### config.mk
export PLATFORM = sky130hd
export DESIGN_NAME = load_store_unit
export DESIGN_NICKNAME = d
export VERILOG_FILES = /design/src/rtl/load_store_unit.sv
export SDC_FILE = /design/constraint.sdc
export NUM_CORES = 1
export LEC_CHECK = 0
export CAP_MARGIN = 20
export CORE_UTILIZATION = 35
export CTS_BUF_LIST = sky130_fd_sc_hd__clkbuf_4 sky130_fd_sc_hd__clkbuf_8
export DETAILED_ROUTE_END_ITERATION = 10
export GPL_ROUTABILITY_DRIVEN = 1
export PLACE_DENSITY = 0.72
export SKIP_LAST_GASP = 1
export SLEW_MARGIN = 10
export SYNTH_ARGS = -nofsm -noshare
export SYNTH_HDL_FRONTEND = slang
export SYNTH_SLANG_ARGS = --single-unit
### constraint.sdc
create_clock -name clk -period 9.1 [get_ports clk]
set_input_delay 1.82 -clock clk [delete_from_list [all_inputs] [get_ports clk]]
set_output_delay 1.82 -clock clk [all_outputs]
set_load 0.02 [all_outputs]
### src/rtl/load_store_unit.sv
// rtl/load_store_unit.sv - load/store unit between pipeline and word-wide data memory
// Optional feature macro: SUBWORD_EN (byte and half-word accesses with read-merge stores)
module load_store_unit #(
  parameter int MEM_WORDS = 64
) (
  input  logic        clk,
  input  logic        reset,
  input  logic        req_valid,
  output logic        req_ready,
  input  logic        req_write,
  input  logic [1:0]  req_size,
  input  logic        req_signed,
  input  logic [31:0] req_addr,
  input  logic [31:0] req_wdata,
  output logic        resp_valid,
  output logic [31:0] resp_rdata,
  output logic        resp_error,
  output logic        mem_write,
  output logic [31:0] mem_address,
  output logic [31:0] mem_write_data,
  input  logic [31:0] mem_read_data
);

  typedef enum logic [1:0] {IDLE, RD, WR, RESP} state_t;

  state_t      r_state;
  state_t      w_next;
  logic        w_accept;
  logic        w_err;
  logic        w_range_err;
  logic        w_size_err;
  logic        r_err;
  logic [31:0] r_rdata;
  logic        r_mem_write;
  logic [31:0] r_mem_address;
  logic [31:0] r_mem_write_data;

`ifdef SUBWORD_EN
  logic        r_write;
  logic [1:0]  r_size;
  logic        r_signed;
  logic [1:0]  r_lane;
  logic [15:0] r_wdata_lo;

  // Pick the addressed lane(s) out of a memory word and extend to 32 bits.
  function automatic logic [31:0] f_extract(input logic [31:0] word, input logic [1:0] size,
                                            input logic sgn, input logic [1:0] lane);
    logic [7:0]  b;
    logic [15:0] h;
    b = word[{lane, 3'b000} +: 8];
    h = lane[1] ? word[31:16] : word[15:0];
    case (size)
      2'b00:   f_extract = {{24{sgn & b[7]}}, b};
      2'b01:   f_extract = {{16{sgn & h[15]}}, h};
      default: f_extract = word;
    endcase
  endfunction

  // Replace only the addressed lane(s) of the old word with the new store data.
  function automatic logic [31:0] f_merge(input logic [31:0] word, input logic [1:0] size,
                                          input logic [1:0] lane, input logic [15:0] wd);
    f_merge = word;
    if (size == 2'b00) begin
      f_merge[{lane, 3'b000} +: 8] = wd[7:0];
    end else if (lane[1]) begin
      f_merge[31:16] = wd;
    end else begin
      f_merge[15:0] = wd;
    end
  endfunction

  assign w_size_err = (req_size == 2'b11) ||
                      (req_size == 2'b01 && req_addr[0]) ||
                      (req_size == 2'b10 && req_addr[1:0] != 2'b00);
`else
  // Only aligned word accesses exist in this build; sign control is meaningless.
  logic w_unused_ok;
  assign w_unused_ok = req_signed;
  assign w_size_err  = (req_size != 2'b10) || (req_addr[1:0] != 2'b00);
`endif

  assign w_range_err = {2'b00, req_addr[31:2]} >= 32'(MEM_WORDS);
  assign w_err       = w_size_err || w_range_err;
  assign w_accept    = req_valid && (r_state == IDLE);

  assign req_ready      = (r_state == IDLE);
  assign resp_valid     = (r_state == RESP);
  assign resp_error     = (r_state == RESP) && r_err;
  assign resp_rdata     = (r_state == RESP) ? r_rdata : 32'd0;
  assign mem_write      = r_mem_write;
  assign mem_address    = r_mem_address;
  assign mem_write_data = r_mem_write_data;

  // State register; reset aborts any access in flight.
  always_ff @(posedge clk or posedge reset) begin
    if (reset) r_state <= IDLE;
    else       r_state <= w_next;
  end

  // Next-state: errors skip memory, loads read, word stores write, sub-word stores read then write.
  always_comb begin
    w_next = r_state;
    case (r_state)
      IDLE: begin
        if (w_accept) begin
          if (w_err)                 w_next = RESP;
          else if (!req_write)       w_next = RD;
          else if (req_size == 2'b10) w_next = WR;
          else                       w_next = RD;
        end
      end
`ifdef SUBWORD_EN
      RD:      w_next = r_write ? WR : RESP;
`else
      RD:      w_next = RESP;
`endif
      WR:      w_next = RESP;
      default: w_next = IDLE;
    endcase
  end

  // Datapath: latch request on accept, drive registered memory port, capture read data.
  always_ff @(posedge clk or posedge reset) begin
    if (reset) begin
      r_err            <= 1'b0;
      r_rdata          <= 32'd0;
      r_mem_write      <= 1'b0;
      r_mem_address    <= 32'd0;
      r_mem_write_data <= 32'd0;
`ifdef SUBWORD_EN
      r_write          <= 1'b0;
      r_size           <= 2'b00;
      r_signed         <= 1'b0;
      r_lane           <= 2'b00;
      r_wdata_lo       <= 16'd0;
`endif
    end else begin
      r_mem_write <= (w_next == WR);
      case (r_state)
        IDLE: begin
          if (w_accept) begin
            r_err   <= w_err;
            r_rdata <= 32'd0;
            if (!w_err) r_mem_address <= {req_addr[31:2], 2'b00};
            if (w_next == WR) r_mem_write_data <= req_wdata;
`ifdef SUBWORD_EN
            r_write    <= req_write;
            r_size     <= req_size;
            r_signed   <= req_signed;
            r_lane     <= req_addr[1:0];
            r_wdata_lo <= req_wdata[15:0];
`endif
          end
        end
        RD: begin
`ifdef SUBWORD_EN
          if (r_write) r_mem_write_data <= f_merge(mem_read_data, r_size, r_lane, r_wdata_lo);
          else         r_rdata <= f_extract(mem_read_data, r_size, r_signed, r_lane);
`else
          r_rdata <= mem_read_data;
`endif
        end
        default: ;
      endcase
    end
  end

endmodule

# Word-level counts from Yosys, hierarchy flattened
# Cells that the tools add are included.
[word_totals] ff_bits=98 out_inout_bits=100 wordCells=35
[op_classes] magnitude_cmp=1 n_eq_ne=7 mux=8 n_bitwise=1 n_reduce_logical=12
[ops] operator="2-to-1 mux 32 bit" n=2
[ops] operator="case mux 32 bit (2 select lines)" n=1
[ops] operator=">= comparator 30 x 7 -> 1 bit, second input constant" n=1
[ops] operator="equality test 2 bit, second input constant" n=4
[ops] operator="2-to-1 mux 2 bit" n=4
[ops] operator="AND reduction 3 bit" n=2
[ops] operator="case mux 2 bit (2 select lines)" n=1
[ops] operator="AND reduction 2 bit" n=2
[ops] operator="nonzero test 2 bit" n=2
[ops] operator="equality test 2 x 1 -> 1 bit, second input constant" n=1
[ops] operator="logical AND 1 bit" n=2
[ops] operator="logical NOT 2 bit" n=1
[ops] operator="logical OR 1 bit" n=2
[ops] operator="inequality test 2 x 1 -> 1 bit, second input constant" n=1
[ops] operator="inequality test 2 bit, second input constant" n=1
[ops] operator="OR reduction 2 bit" n=1
[ops] operator="inverter 1 bit" n=1

# Depth between registers and ports, before layout
[logic_depth] word_depth=8 depth_mapped=7 ltp_nobuf=6

# Least setup slack after synthesis
# Ideal clock, no wire load.
[synth_timing] path_kind="input to register" from="in req_addr[28]" to="reg r_mem_write_data[19] (netlist: mem_write_data[19])" setup_time_ns=0.125 arrival_ns=3.234 required_time_ns=8.975 setup_slack_ns=5.741 cell_stages=5 path_cell_list="nor4_1 > nand4_1 > nor4b_4 > buf_4 > mux2_2"
[synth_via] elab_chain_len=7
[synth_rtl] element="start: declaration" line_no="13" text="input logic [31:0] req_addr,"
[synth_rtl] element=">= comparator 30 x 7 -> 1 bit" line_no="82" text="assign w_range_err = {2'b00, req_addr[31:2]} >= 32'(MEM_WORDS);"
[synth_rtl] element="logical OR 1 bit" line_no="83" text="assign w_err = w_size_err || w_range_err;"
[synth_rtl] element="2-to-1 mux 2 bit" line_no="106" text="if (w_err) w_next = RESP;"
[synth_rtl] element="2-to-1 mux 2 bit" line_no="105" text="if (w_accept) begin"
[synth_rtl] element="case mux 2 bit (2 select lines)" line_no="103" text="case (r_state)"
[synth_rtl] element="equality test 2 bit" line_no="145" text="if (w_next == WR) r_mem_write_data <= req_wdata;"
[synth_rtl] element="AND reduction 3 bit (no line)"
[synth_rtl] element="end signal: assignment" line_no="145"
[synth_rtl] element="end: declaration" line_no="36" text="logic [31:0] r_mem_write_data;"
# Every way passes these cells.
# A chain may end at the register's enable or synchronous reset.

# Worst setup path in the final report
[layout_timing] from="reg r_state[0]" to="out resp_error"
[layout_via] elab_chain_len=2
[layout_rtl] element="start: declaration" line_no="26" text="state_t r_state;"
[layout_rtl] element="start signal: assignment" line_no="97" text="else r_state <= w_next;"
[layout_rtl] element="equality test 2 bit" line_no="88" text="assign resp_error = (r_state == RESP) && r_err;"
[layout_rtl] element="logical AND 1 bit" line_no="88"
[layout_rtl] element="end: declaration" line_no="17" text="output logic resp_error,"
# Every way passes these cells.

==> flow_summary.toml <==
[outcome]
status = "finished, final reports clean"

[synthesis]
synth_edf_count = 0
synthArstFlopShare = 1.00
synth_warnings = 0
synth_fa_ha_area_frac = 0.00947
synthSimpleGateAreaFrac = 0.180
yosysMostFrequentCell = "dfrtp_1"
muxShareOfSynthArea = 0.110
synth_cell_types = 26
ys_seq_area_frac = 0.619
synthCells = 343
netlist.area_leader.share = 0.619
yosys.area.top_type = "dfrtp_1"
ys_top_cells_by_count = "dfrtp_1, nand2_1, mux2_2, o21ai_0, and2_1"
synthXorXnorAreaFrac = 0
synth_top_family_by_area = "simple AND/OR/NAND/NOR gates"
synth_compound_gate_area_share = 0.0518
syn_area_sq_mm = 0.00396
ys_ff_latch = 98
synth_ff_type = "dfrtp_1"
synth_area_leaders = "dfrtp_1, mux2_2, nand2_1"
syn_avg_cell_area_sq_um = 11.6

[worst_setup_path]
critPathMaxStageDelay_ps = 620
critPathSlowestCell = "clkdlybuf4s50_1"
cp_top_family = "buffers and inverters"
reg2regPathDepth = 7
crit_path_start_kind = "register"
startpoint = "r_state[0]"
cp.depth = 4
crit_required_ps = 7280
crit_arrival_ps = 2200
crit_chain = "ha_1, buf_8, and2_1, clkdlybuf4s50_1"
criticalPathCategory = "register to primary output"
worstPathMaxFanout = 24
cp_num_buf_inv = 2
critPathCaptureType = "primary output"
r2r_start = "r_state[1]"

[clocking]
tritoncts = "built"
cts_hold_buf = 0
cts-resized-gates = 0
cts_sinks = 98
numCtsBuffers = 9
cts_setup_buffers = 0
cts.htree.levels = 3
cts_buffer_depth = 2
cts-root-buf = "clkbuf_8"
cts.clk_slew.worst_paths_ps = 90
clk_latency_ps = 350

[floorplanning]
die_area_sq_mm = 0.0118
die_width_um = 108
ios = 203
rows = 38
core_area_sq_mm = 0.0109
die_h_um = 108
start_util = 0.362

[timing]
setup_violations = 0
period_minus_slack_ps = 4020
finalMaxSlewViolations = 0
finClkSkew_ps = 8.18
max_freq_ghz = 0.249
tightest_slew_ps = 637
tns_ps = 0
finalHoldViolCount = 0
rsz0062_at_grt = "no"
fin_crit_sh = 0.441
relSlewSlack = 0.575

[drt]
routed_via_density = 4.58
wl_per_cell_um = 14.4
antenna_left = 0
vias = 3128
drcViolationCount = 0
drtIter0Drc = 129
drt_pass1_iterations = 4
drt_wl_total_mm = 9.83

[power_and_ir_drop]
peakVddDrop_mv = 0.0978
powerDensity_mw_per_mm2 = 182
power.leakage_nw = 2.82

[hold_path]
hold_path_class = "register to register"
min_from = "r_rdata[21]"
whs_path_depth = 2

[placed_design]
globalplace.congestion = 0.715
hpwl_mm = 7.19
port_buffers = 199

[global_routing]
grt_antenna_before_repair = 0
grtUsageTotal = 0.172
grt_first_pass_wirelength_mm = 15.4
grt_pass1_vias = 3142
grt_max_degree = 65
overflow = 0

[layout]
fin_nets = 645
postLayoutCoreUtil = 0.575
drive_above_1_share = 0.110
area_delta_synth_final_pct = 58.6
n_antenna_cell = 0

[flow_run]
cap_violations = 0
cell usage in the layout (no fill, tap or decap):
| cell type | instances |
|---|---|
| mux2i_4 | 1 |
| and4b_1 | 1 |
| a31oi_1 | 1 |
| o21a_1 | 1 |
| dfrtp_1 | 98 |
| clkdlybuf4s50_1 | 199 |
| clkinvlp_4 | 1 |
| o21ai_0 | 34 |
| nor2b_1 | 24 |
| a21o_1 | 1 |
| inv_4 | 1 |
| and2_1 | 33 |
| conb_1 | 2 |
| nand4_1 | 2 |
| ha_1 | 3 |
| clkinv_2 | 1 |
| inv_1 | 3 |
| buf_4 | 5 |
| a21oi_1 | 1 |
| clkbuf_4 | 2 |
| mux2_2 | 35 |
| nor2_1 | 3 |
| a221oi_1 | 1 |
| buf_8 | 1 |
| nand3b_1 | 1 |
| nand2_1 | 64 |
| mux2_1 | 3 |
| nor4_1 | 6 |
| clkbuf_8 | 11 |
| nor2_2 | 1 |
| nor3_1 | 2 |
| nor4b_4 | 1 |
path summary, 6_finish.rpt:
| path | slack, ps | end |
|---|---|---|
| worst max-delay path | 5080 | resp_error |
| worst min-delay path | 480 | r_rdata[21] |
| worst max register to register | 6450 | mem_address[5] |
| worst min register to register | 480 | r_rdata[21] |
| max in group asynchronous | 6140 | mem_write_data[29] |
| min in group asynchronous | 1890 | mem_write_data[15] |
cell type report:
type	instances	area, sq um
clock buffer	13	166
clock inverter	2	12.5
fill	982	4650
inverter	4	17.5
multi-input combinational	221	1420
sequential	98	2450
tap	140	175
timing repair buffer	205	2040
through the flow:
step | cells | instance area [sq um] | worst slack (ps) | hold slack (ps) | total power (W)
3_5_place_dp | 667 | 6090 | 4800 | 463 | 0.000897
3_3_place_gp | 667 | 6090 | 4820 | 454 | 0.000881
4_1_cts | 682 | 6270 | 4710 | 482 | 0.00116
5_1_grt | 683 | 6280 | 4920 | 513 | 0.00123
6_report | 683 | 6280 | 5080 | 476 | 0.00115
2_1_floorplan | 344 | 3970 | 4720 | 442 | 0.000740
tightest hold or removal path, cell delays in order (launching register included):
cell and delay [ps]:
dfrtp_1 340, nand2_1 40, o21ai_0 60
registers in the layout, indices dropped and copies added (netlist names):
signal,count
mem_address,30
mem_write_data,32
mem_write,1
r_err,1
r_rdata,32
r_state,2
logic make-up after synthesis:
family / count (synthesis)
and+or+nand+nor: 138
muxes: 39
other: 1
AOI/OAI and AO/OA: 39
buffers and inverters: 25
DFF: 98
adders and majority gates: 3
report_power, final:
| part | switching, W | leakage (nW) | internal, W |
|---|---|---|---|
| clock network | 0.000139 | 0.0923 | 0.000119 |
| registers | 0.0000265 | 1.34 | 0.000494 |
| logic | 0.000209 | 1.38 | 0.000159 |
metal layers:
metal	global-route usage	part of all wire
met5	0	0
met4	0.0521	0.010
met3	0.0651	0.087
met2	0.285	0.49
met1	0.207	0.41
(Power assumes the default switching activity.)
